`src/rtl/led_seq_pkg.sv`:
```
// led_seq_pkg: shared types and constants for the LED pattern sequencer.
//   mode_e   - CTRL.mode encoding (OFF / SEQ / ROTL / ROTR)
//   state_e  - sequencer FSM state, visible in STATUS[3:2]
//   ADDR_*   - register select values on the bus
//   CTRL_* / STATUS_* - bit positions inside CTRL and STATUS
//   rotl4 / rotr4 - one-position rotations of a 4-bit LED value
package led_seq_pkg;

  typedef enum logic [1:0] {
    MODE_OFF  = 2'd0,
    MODE_SEQ  = 2'd1,
    MODE_ROTL = 2'd2,
    MODE_ROTR = 2'd3
  } mode_e;

  typedef enum logic [1:0] {
    ST_IDLE  = 2'd0,
    ST_START = 2'd1,
    ST_RUN   = 2'd2,
    ST_DONE  = 2'd3
  } state_e;

  localparam logic [1:0] ADDR_CTRL    = 2'd0;
  localparam logic [1:0] ADDR_PERIOD  = 2'd1;
  localparam logic [1:0] ADDR_PATTERN = 2'd2;
  localparam logic [1:0] ADDR_STATUS  = 2'd3;

  localparam int unsigned CTRL_MODE_LSB    = 32'd0;
  localparam int unsigned CTRL_ONESHOT_BIT = 32'd2;
  localparam int unsigned CTRL_IRQ_EN_BIT  = 32'd3;
  localparam int unsigned CTRL_LEN_LSB     = 32'd4;
  localparam int unsigned CTRL_W           = 32'd7;

  localparam int unsigned STATUS_DONE_BIT  = 32'd0;
  localparam int unsigned STATUS_DROP_BIT  = 32'd1;

  function automatic logic [3:0] rotl4(input logic [3:0] v);
    return {v[2:0], v[3]};
  endfunction

  function automatic logic [3:0] rotr4(input logic [3:0] v);
    return {v[0], v[3:1]};
  endfunction

endpackage

```
`src/rtl/led_sequencer_if.sv`:
```
// led_sequencer_if: register bus between the bus bridge and the sequencer.
//   addr - register select (CTRL, PERIOD, PATTERN, STATUS)
//   we   - write strobe
//   din  - write data
//   dout - combinational read data for addr
// master = bus bridge side, slave = sequencer side.
interface led_sequencer_if;
  logic [1:0]  addr;
  logic        we;
  logic [31:0] din;
  logic [31:0] dout;

  modport master (output addr, output we, output din, input dout);
  modport slave  (input addr, input we, input din, output dout);
endinterface

```
`src/rtl/led_seq_prescaler.sv`:
```
// led_seq_prescaler: CNT_W-bit down-counter timing the sequencer steps.
//   clk, rst_n - clock and synchronous active-low reset
//   load       - load load_val (has priority over dec)
//   load_val   - reload value (PERIOD)
//   dec        - decrement by one
//   zero       - count is zero
module led_seq_prescaler #(
  parameter int CNT_W = 32
) (
  input  logic             clk,
  input  logic             rst_n,
  input  logic             load,
  input  logic [CNT_W-1:0] load_val,
  input  logic             dec,
  output logic             zero
);

  logic [CNT_W-1:0] count_r;

  // Down-counter with load priority; never decremented past zero by the caller.
  always_ff @(posedge clk) begin
    if (!rst_n) begin
      count_r <= {CNT_W{1'b0}};
    end else if (load) begin
      count_r <= load_val;
    end else if (dec) begin
      count_r <= count_r - {{(CNT_W-1){1'b0}}, 1'b1};
    end else begin
      count_r <= count_r;
    end
  end

  // Zero flag drives the step decision in the same cycle.
  always_comb begin
    zero = (count_r == {CNT_W{1'b0}});
  end

endmodule

```
`src/rtl/led_sequencer.sv`:
```
// led_sequencer: autonomous pattern controller for the 4-bit LED device.
//   clk, rst_n   - clock and synchronous active-low reset
//   bus          - register bus (slave side): CTRL, PERIOD, PATTERN, STATUS
//   cpu_led_we   - direct CPU write request to the LED device
//   cpu_led_din  - data for the direct CPU write
//   led_q        - current LED device value
//   led_we       - LED device write enable
//   led_din      - LED device write data
//   irq          - level interrupt, STATUS.done & CTRL.irq_en
// The step decision is made in any START/RUN cycle whose counter is zero and
// is registered, so a step pulse appears in the cycle after that decision.
module led_sequencer
  import led_seq_pkg::*;
#(
  parameter int CNT_W = 32
) (
  input  logic                 clk,
  input  logic                 rst_n,
  led_sequencer_if.slave       bus,
  input  logic                 cpu_led_we,
  input  logic [3:0]           cpu_led_din,
  input  logic [3:0]           led_q,
  output logic                 led_we,
  output logic [3:0]           led_din,
  output logic                 irq
);

  logic [CTRL_W-1:0] ctrl_r;
  logic [CNT_W-1:0]  period_r;
  logic [31:0]       pattern_r;
  logic              done_r;
  logic              drop_r;
  state_e            state_r;
  logic [2:0]        idx_r;
  logic [3:0]        rot_r;
  logic              led_we_r;
  logic [3:0]        led_din_r;

  mode_e             mode_s;
  logic              ctrl_wr_s;
  logic              status_wr_s;
  logic              start_s;
  logic              active_s;
  logic              cnt_zero_s;
  logic              step_due_s;
  logic [2:0]        last_idx_s;
  logic              at_last_s;
  logic              finish_s;
  logic              emit_s;
  logic [2:0]        next_idx_s;
  logic [3:0]        next_val_s;
  logic              cnt_load_s;
  logic              cnt_dec_s;

  led_seq_prescaler #(.CNT_W(CNT_W)) u_prescaler (
    .clk      (clk),
    .rst_n    (rst_n),
    .load     (cnt_load_s),
    .load_val (period_r),
    .dec      (cnt_dec_s),
    .zero     (cnt_zero_s)
  );

  // Step control: a CTRL write always wins over a due step.
  always_comb begin
    mode_s      = mode_e'(ctrl_r[CTRL_MODE_LSB +: 2]);
    ctrl_wr_s   = bus.we && (bus.addr == ADDR_CTRL);
    status_wr_s = bus.we && (bus.addr == ADDR_STATUS);
    start_s     = ctrl_wr_s && (bus.din[1:0] != 2'd0);
    active_s    = (state_r == ST_START) || (state_r == ST_RUN);
    step_due_s  = active_s && cnt_zero_s && !ctrl_wr_s;
    if (mode_s == MODE_SEQ) begin
      last_idx_s = ctrl_r[CTRL_LEN_LSB +: 3];
    end else begin
      last_idx_s = 3'd3;
    end
    at_last_s  = (idx_r == last_idx_s);
    finish_s   = step_due_s && ctrl_r[CTRL_ONESHOT_BIT] && at_last_s;
    emit_s     = step_due_s && !finish_s;
    next_idx_s = at_last_s ? 3'd0 : (idx_r + 3'd1);
    case (mode_s)
      MODE_SEQ:  next_val_s = pattern_r[{next_idx_s, 2'b00} +: 4];
      MODE_ROTL: next_val_s = rotl4(rot_r);
      MODE_ROTR: next_val_s = rotr4(rot_r);
      default:   next_val_s = 4'd0;
    endcase
    cnt_load_s = start_s || emit_s;
    cnt_dec_s  = active_s && !cnt_zero_s;
  end

  // Configuration registers; STATUS bits are owned by the FSM block.
  always_ff @(posedge clk) begin
    if (!rst_n) begin
      ctrl_r    <= {CTRL_W{1'b0}};
      period_r  <= {CNT_W{1'b0}};
      pattern_r <= 32'd0;
    end else if (bus.we) begin
      case (bus.addr)
        ADDR_CTRL:    ctrl_r    <= bus.din[CTRL_W-1:0];
        ADDR_PERIOD:  period_r  <= CNT_W'(bus.din);
        ADDR_PATTERN: pattern_r <= bus.din;
        default:      pattern_r <= pattern_r;
      endcase
    end else begin
      ctrl_r <= ctrl_r;
    end
  end

  // Sequencer FSM with registered LED write port and sticky status flags.
  always_ff @(posedge clk) begin
    if (!rst_n) begin
      state_r   <= ST_IDLE;
      idx_r     <= 3'd0;
      rot_r     <= 4'd0;
      led_we_r  <= 1'b0;
      led_din_r <= 4'd0;
      done_r    <= 1'b0;
      drop_r    <= 1'b0;
    end else begin
      led_we_r <= 1'b0;
      if (ctrl_wr_s) begin
        if (start_s) begin
          // Step 0 is PATTERN[3:0] for every mode; it also seeds the rotation.
          state_r   <= ST_START;
          idx_r     <= 3'd0;
          rot_r     <= pattern_r[3:0];
          led_we_r  <= 1'b1;
          led_din_r <= pattern_r[3:0];
        end else begin
          state_r <= ST_IDLE;
        end
      end else begin
        case (state_r)
          ST_START, ST_RUN: begin
            if (finish_s) begin
              state_r <= ST_DONE;
            end else if (emit_s) begin
              state_r   <= ST_RUN;
              idx_r     <= next_idx_s;
              rot_r     <= next_val_s;
              led_we_r  <= 1'b1;
              led_din_r <= next_val_s;
            end else begin
              state_r <= ST_RUN;
            end
          end
          ST_IDLE: state_r <= ST_IDLE;
          ST_DONE: state_r <= ST_DONE;
          default: state_r <= ST_IDLE;
        endcase
      end

      // Set has priority over a same-cycle clear.
      if (finish_s) begin
        done_r <= 1'b1;
      end else if (status_wr_s && bus.din[STATUS_DONE_BIT]) begin
        done_r <= 1'b0;
      end else begin
        done_r <= done_r;
      end

      if (active_s && cpu_led_we) begin
        drop_r <= 1'b1;
      end else if (status_wr_s && bus.din[STATUS_DROP_BIT]) begin
        drop_r <= 1'b0;
      end else begin
        drop_r <= drop_r;
      end
    end
  end

  // Register read mux.
  always_comb begin
    case (bus.addr)
      ADDR_CTRL:    bus.dout = {{(32-CTRL_W){1'b0}}, ctrl_r};
      ADDR_PERIOD:  bus.dout = 32'(period_r);
      ADDR_PATTERN: bus.dout = pattern_r;
      ADDR_STATUS:  bus.dout = {24'd0, led_q, state_r, drop_r, done_r};
      default:      bus.dout = 32'd0;
    endcase
  end

  // LED port arbitration: controller owns the port only in START/RUN.
  always_comb begin
    if (active_s) begin
      led_we  = led_we_r;
      led_din = led_din_r;
    end else begin
      led_we  = cpu_led_we;
      led_din = cpu_led_din;
    end
    irq = done_r & ctrl_r[CTRL_IRQ_EN_BIT];
  end

endmodule

```
`src/flat_wrapper.sv`:
```
// flat-port wrapper written by rule: the top's interface ports become plain ports
module led_sequencer_flat import led_seq_pkg::*;
#(
  parameter int CNT_W = 32
)
  (clk, rst_n, cpu_led_we, cpu_led_din, led_q, led_we, led_din, irq, bus_addr, bus_we, bus_din, bus_dout);
  led_sequencer_if bus_i ();
  input  logic clk;
  input  logic rst_n;
  input  logic cpu_led_we;
  input  logic [3:0] cpu_led_din;
  input  logic [3:0] led_q;
  output logic led_we;
  output logic [3:0] led_din;
  output logic irq;
  input wire logic [$bits(bus_i.addr)-1:0] bus_addr;
  input wire logic [$bits(bus_i.we)-1:0] bus_we;
  input wire logic [$bits(bus_i.din)-1:0] bus_din;
  output wire logic [$bits(bus_i.dout)-1:0] bus_dout;
  assign bus_i.addr = bus_addr;
  assign bus_i.we = bus_we;
  assign bus_i.din = bus_din;
  assign bus_dout = bus_i.dout;
  led_sequencer #(.CNT_W(CNT_W)) u_core (.clk(clk), .rst_n(rst_n), .bus(bus_i), .cpu_led_we(cpu_led_we), .cpu_led_din(cpu_led_din), .led_q(led_q), .led_we(led_we), .led_din(led_din), .irq(irq));
endmodule
```
`config.mk`:
```
export PLATFORM = sky130hd
export DESIGN_NAME = led_sequencer_flat
export DESIGN_NICKNAME = d
export VERILOG_FILES = /design/src/rtl/led_seq_pkg.sv /design/src/rtl/led_sequencer_if.sv /design/src/rtl/led_seq_prescaler.sv /design/src/rtl/led_sequencer.sv /design/src/flat_wrapper.sv
export SDC_FILE = /design/constraint.sdc
export NUM_CORES = 1
export LEC_CHECK = 0
export CORE_MARGIN = 8
export CORE_UTILIZATION = 42
export DETAILED_ROUTE_END_ITERATION = 8
export GPL_TIMING_DRIVEN = 1
export SYNTH_ARGS = -nofsm -noshare
export SYNTH_HDL_FRONTEND = slang
export SYNTH_SLANG_ARGS = --single-unit
```
`constraint.sdc`:
```
create_clock -name clk -period 5.4 [get_ports clk]
set_input_delay 1.08 -clock clk [delete_from_list [all_inputs] [get_ports clk]]
set_output_delay 1.08 -clock clk [all_outputs]
set_load 0.02 [all_outputs]
```
* After elaboration in Yosys (flattened, before gate mapping)
Index checks and enable logic that the tools add are counted.
** Storage, ports and cells
- Register bits after elaboration :: 115
- Bits of input ports :: 46
- Output and inout port bits :: 38
- Word-level logic and storage cells :: 88
** Cells by class
- Equal/unequal tests :: 12
- $add $sub $neg :: 2
- Shift operators :: 1
- Bitwise logic cells :: 1
- Muxes and demuxes :: 31
- Reduce and logical (&&, ||, !) cells :: 31
** Operator list (count)
- $pmux W32 S4 :: 1
- $mux W32 :: 2
- $logic_not A32 Y1 :: 1
- $shiftx A32 B6 Y4 :: 1
- $sub A32 B1 Y32 const B :: 1
- $mux W4 :: 6
- $mux W3 :: 7
- $eq A2 B2 Y1 const B :: 6
- $logic_and A1 B1 Y1 :: 12
- $mux W1 :: 12
- $pmux W4 S3 :: 1
- $reduce_bool A2 Y1 :: 6
- $eq A2 B1 Y1 const B :: 3
- $pmux W2 S3 :: 1
- $reduce_and A2 Y1 :: 3
- $logic_not A2 Y1 :: 2
- $reduce_and A4 Y1 :: 1
- $add A3 B1 Y3 const B :: 1
- $eq A3 B3 Y1 :: 1
- $logic_not A1 Y1 :: 3
- $logic_or A1 B1 Y1 :: 2
- $mux W2 :: 1
- $ne A2 B1 Y1 const B :: 1
- $ne A2 B2 Y1 const B :: 1
- 2 further kinds :: 2

* Depth between registers and ports, before layout
- Word-level depth :: 12
- Depth in mapped cells :: 11
- Depth with buffers taken out :: 9

* Hierarchy
A second synthesis with hierarchy kept.
** Second synthesis, totals
- Cell total of the unflattened synthesis :: 758
- Area, all modules :: 6361.1 um^2
** Modules (own cells, without submodules)
- led_sequencer :: instances 1, area each 4430.5 um^2, sequential area each 1661.6 um^2, cells each 519
- led_seq_prescaler :: instances 1, area each 1930.6 um^2, sequential area each 640.6 um^2, cells each 239

* Worst setup path after synthesis
No wires, ideal clock.
- Kind :: input -> output
- Start point :: input port bus_addr[0]
- End point :: output port bus_dout[1]
- Required time :: 4.320 ns
- Arrival time :: 2.090 ns
- Buffers on the path :: 1
- Setup slack :: 2.230 ns
- Cell stages on the path :: 2
- Cell sequence :: buf_1 -> mux4_2
** Between the ends
- Longest elaborated chain between the ends :: 2
- Elaborated cells on any way between the ends :: 5
- Classes of those cells :: 3 x eq/ne; 1 x mux; 1 x reduce/logical
** Ends and longest elaborated chain
- start, declared :: RTL line flat_wrapper.sv:16 : input wire logic [$bits(bus_i.addr)-1:0] bus_addr;
- $eq A2 B2 Y1, or another cell as far along :: RTL line led_sequencer.sv:174 : case (bus.addr)
- $pmux W32 S4 * :: RTL line led_sequencer.sv:174
- end, declared :: RTL line flat_wrapper.sv:19 : output wire logic [$bits(bus_i.dout)-1:0] bus_dout;
Mark *: on every way between the ends. The rest lies on a longest branch, timed or not.

* Final worst setup path
- Start point :: input port bus_addr[0]
- End point :: output port bus_dout[24]
The elaborated chain is that of the path after synthesis.

==> flow_summary.yaml <==
worst_hold_path:
  holdPathEnd: "u_core.pattern_r[7]$_SDFFE_PN0P_"
  min_from: "u_core.pattern_r[7]$_SDFFE_PN0P_"
  whs_path_depth: 2
  min_path_type: "register to register"
clock_tree:
  clk_path_buf_depth: 2
  root_buffer: "clkbuf_16"
  clkTransAtPathRegs_ns: 0.05
  clk_latency_ns: 0.41
  htree_levels: 4
  postCtsHoldBufs: 0
  cts_tree: "done"
  cts_buffers: 17
  ctsResizeCount: 0
  clock_sinks: 115
  cts_setup_buffers: 0
synth:
  synth-edff-count: 0
  synthCells: 740
  ys_ff_latch: 115
  yosysMostFrequentCell: "nand2_1"
  ys.warnings.count: 0
  synth_top_area_cell: "dfxtp_1"
  ys_seq_area_share_pct: 39.2
  ys.flop_type: "dfxtp_1"
  syn_area_per_cell_um2: 7.94
  synth_top_area_share_pct: 39.2
  ys_types: 60
  yosys-top-cells-area: "dfxtp_1 (39%), nand2_1 (11%), a21oi_1 (8.5%)"
  synthTopCellsByCount: "nand2_1 (178), dfxtp_1 (115), a21oi_1 (100)"
  async_reset_ff_share_pct: 0
  synth_nets: 791
  synth_area_mm2: 0.00588
pwr:
  p_leak_uw: 0.00253
  intPower_uw: 1770
  powerDensity_mw_per_mm2: 330
  power.switching_uw: 656
  power_frac_seq_pct: 38.7
  power_uw: 2430
  p_sw_share_pct: 27.0
  pwr-share-clk_pct: 45.7
  pwr-share-comb_pct: 15.7
  ir_drop_v: 0.000208
floorplanning:
  io_pins: 84
  start_util_pct: 42.7
  core_area_mm2: 0.0138
  dieHeight_um: 134
  die_width_um: 134
  rows: 43
  dieArea_mm2: 0.0180
global_route:
  grt_pass1_vias: 5452
  gr-total-overflow: 0
  grt_max_degree: 63
  grt_pass1_wl_um: 30200
  grt_usage_pct: 21.2
  antenna_found_initial: 0
drt:
  post_drt_wl_per_cell_um: 18.9
  antenna_left: 0
  wirelength_um: 18700
  firstDrtPassIters: 5
  drc: 0
  first_iter_violations: 444
  vias: 5598
  viasPerCell: 5.65
final_layout:
  final_cell_area_mm2: 0.00737
  antenna_cells: 0
  fillers: 1351
  syn_to_final_growth_pct: 25.4
  drive_gt1_share_pct: 9.01
  final-seq-area_mm2: 0.00230
  fin_nets: 848
  multi_input_area_mm2: 0.00331
placed_design:
  gp_congestion: 0.863
  dp_hpwl_um: 13600
  numPortBuffers: 83
  dpl-instance-area_mm2: 0.00678
setup_path:
  end_kind: "primary output"
  r2r_slack_ns: 1.81
  cp_max_fo: 27
  crit_type: "primary input to primary output"
  required_ns: 4.32
  cp.arrival_ns: 3.38
  regToRegEndpoint: "u_core.u_prescaler.count_r[31]$_SDFFE_PN0P_"
  rr_worst_depth: 6
  startpoint_type: "primary input"
  rr_startpoint: "u_core.ctrl_r[0]$_SDFFE_PN0P_"
timing:
  finalSetupViolCount: 0
  rsz0062_at_grt: "no"
  fin_crit_sh_pct: 82.6
  tns_ns: 0
  slew_viol_final: 0
  period_needed_ns: 4.46
  max_freq_mhz: 224
  worst_slew_pin_slew_ns: 1.25
  hold_slack_ns: 0.462
  slew-limit-headroom_pct: 16.7
  hold_viol_final: 0
  finClkSkew_ns: 0.00633
status:
  status: "finished clean"
job:
  maxCapViolations: 0
## worst max-delay path, cell delays in order
cell and delay (ns):
clkdlybuf4s50_1 0.88, nor2b_2 0.26, buf_4 0.31, a22o_1 0.21, clkdlybuf4s50_1 0.61
## layout by cell type (no fill, tap or decap), types with 10 or more instances in the layout
master / instances
dfxtp_1: 115
clkbuf_16: 17
inv_1: 14
xnor2_1: 21
clkdlybuf4s50_1: 83
nor2_1: 44
nand2_1: 178
nand3_1: 10
o21ai_0: 37
a21oi_1: 100
a22o_1: 25
## sequential cells by signal, summed over array words and instances (netlist names), 2 cells and up
signal                      count
u_core.ctrl_r                   7
u_core.idx_r                    3
u_core.led_din_r                4
u_core.pattern_r               32
u_core.period_r                32
u_core.state_r                  2
u_core.u_prescaler.count_r     32
## cells by family (layout without fill, tap and decap cells)
family          after synthesis  after routing  synth area share, %
flops                       115            115                 39.2
compound gates              213            213                 22.7
mux                          22             22                 5.39
fa+ha+maj                     5              5                 1.06
simple gates                288            288                 22.6
buf+inv                      67            137                 4.51
xor+xnor                     30             30                 4.47
## power groups by stage
stage / clock network [µW] / logic (µW) / registers [µW]
finish: 1110 / 380 / 940
global route: 1170 / 416 / 945
CTS: 1120 / 380 / 939
detailed placement: 0 / 377 / 957
global placement: 0 / 373 / 956
floorplan: 0 / 270 / 935
## layer usage
layer | vias to the layer above | wire length [µm] | track usage, % | share of wire, %
li1 | 2715 | - | - | -
met1 | 2710 | 8630 | 27.9 | 46
met3 | 14 | 1060 | 5.27 | 5.7
met5 | - | 0 | 0 | 0
met2 | 159 | 8840 | 33.7 | 47
met4 | 0 | 187 | 5.68 | 1.0
## final cells by class
class / count / share of cell area (%)
clock inverter: 10 / 1.43
inverter: 15 / 0.764
timing repair buffer: 90 / 12.0
tap: 180 / 3.06
clock buffer: 22 / 6.57
sequential: 115 / 31.2
multi-input combinational: 558 / 45.0
## worst max path at each step
| stage | to | from | depth (start not counted) |
|---|---|---|---|
| 6_report | bus_dout[24] | bus_addr[0] | 5 |
| 5_1_grt | bus_dout[17] | bus_addr[0] | 5 |
| 4_1_cts | bus_dout[12] | bus_addr[0] | 5 |
| 3_5_place_dp | bus_dout[31] | bus_addr[0] | 5 |
| 3_3_place_gp | bus_dout[21] | bus_addr[0] | 5 |
| 2_1_floorplan | bus_dout[1] | bus_addr[0] | 2 |
## per-stage QoR
step	setup WS [ns]	utilization [%]	instances
final	0.940	53.5	990
after global routing	0.763	53.5	990
after CTS	0.939	53.5	990
after detailed placement	0.944	49.2	958
after global placement	1.01	49.2	958
after floorplan	2.23	-	740
No activity file was read; power rests on OpenSTA's default activity.
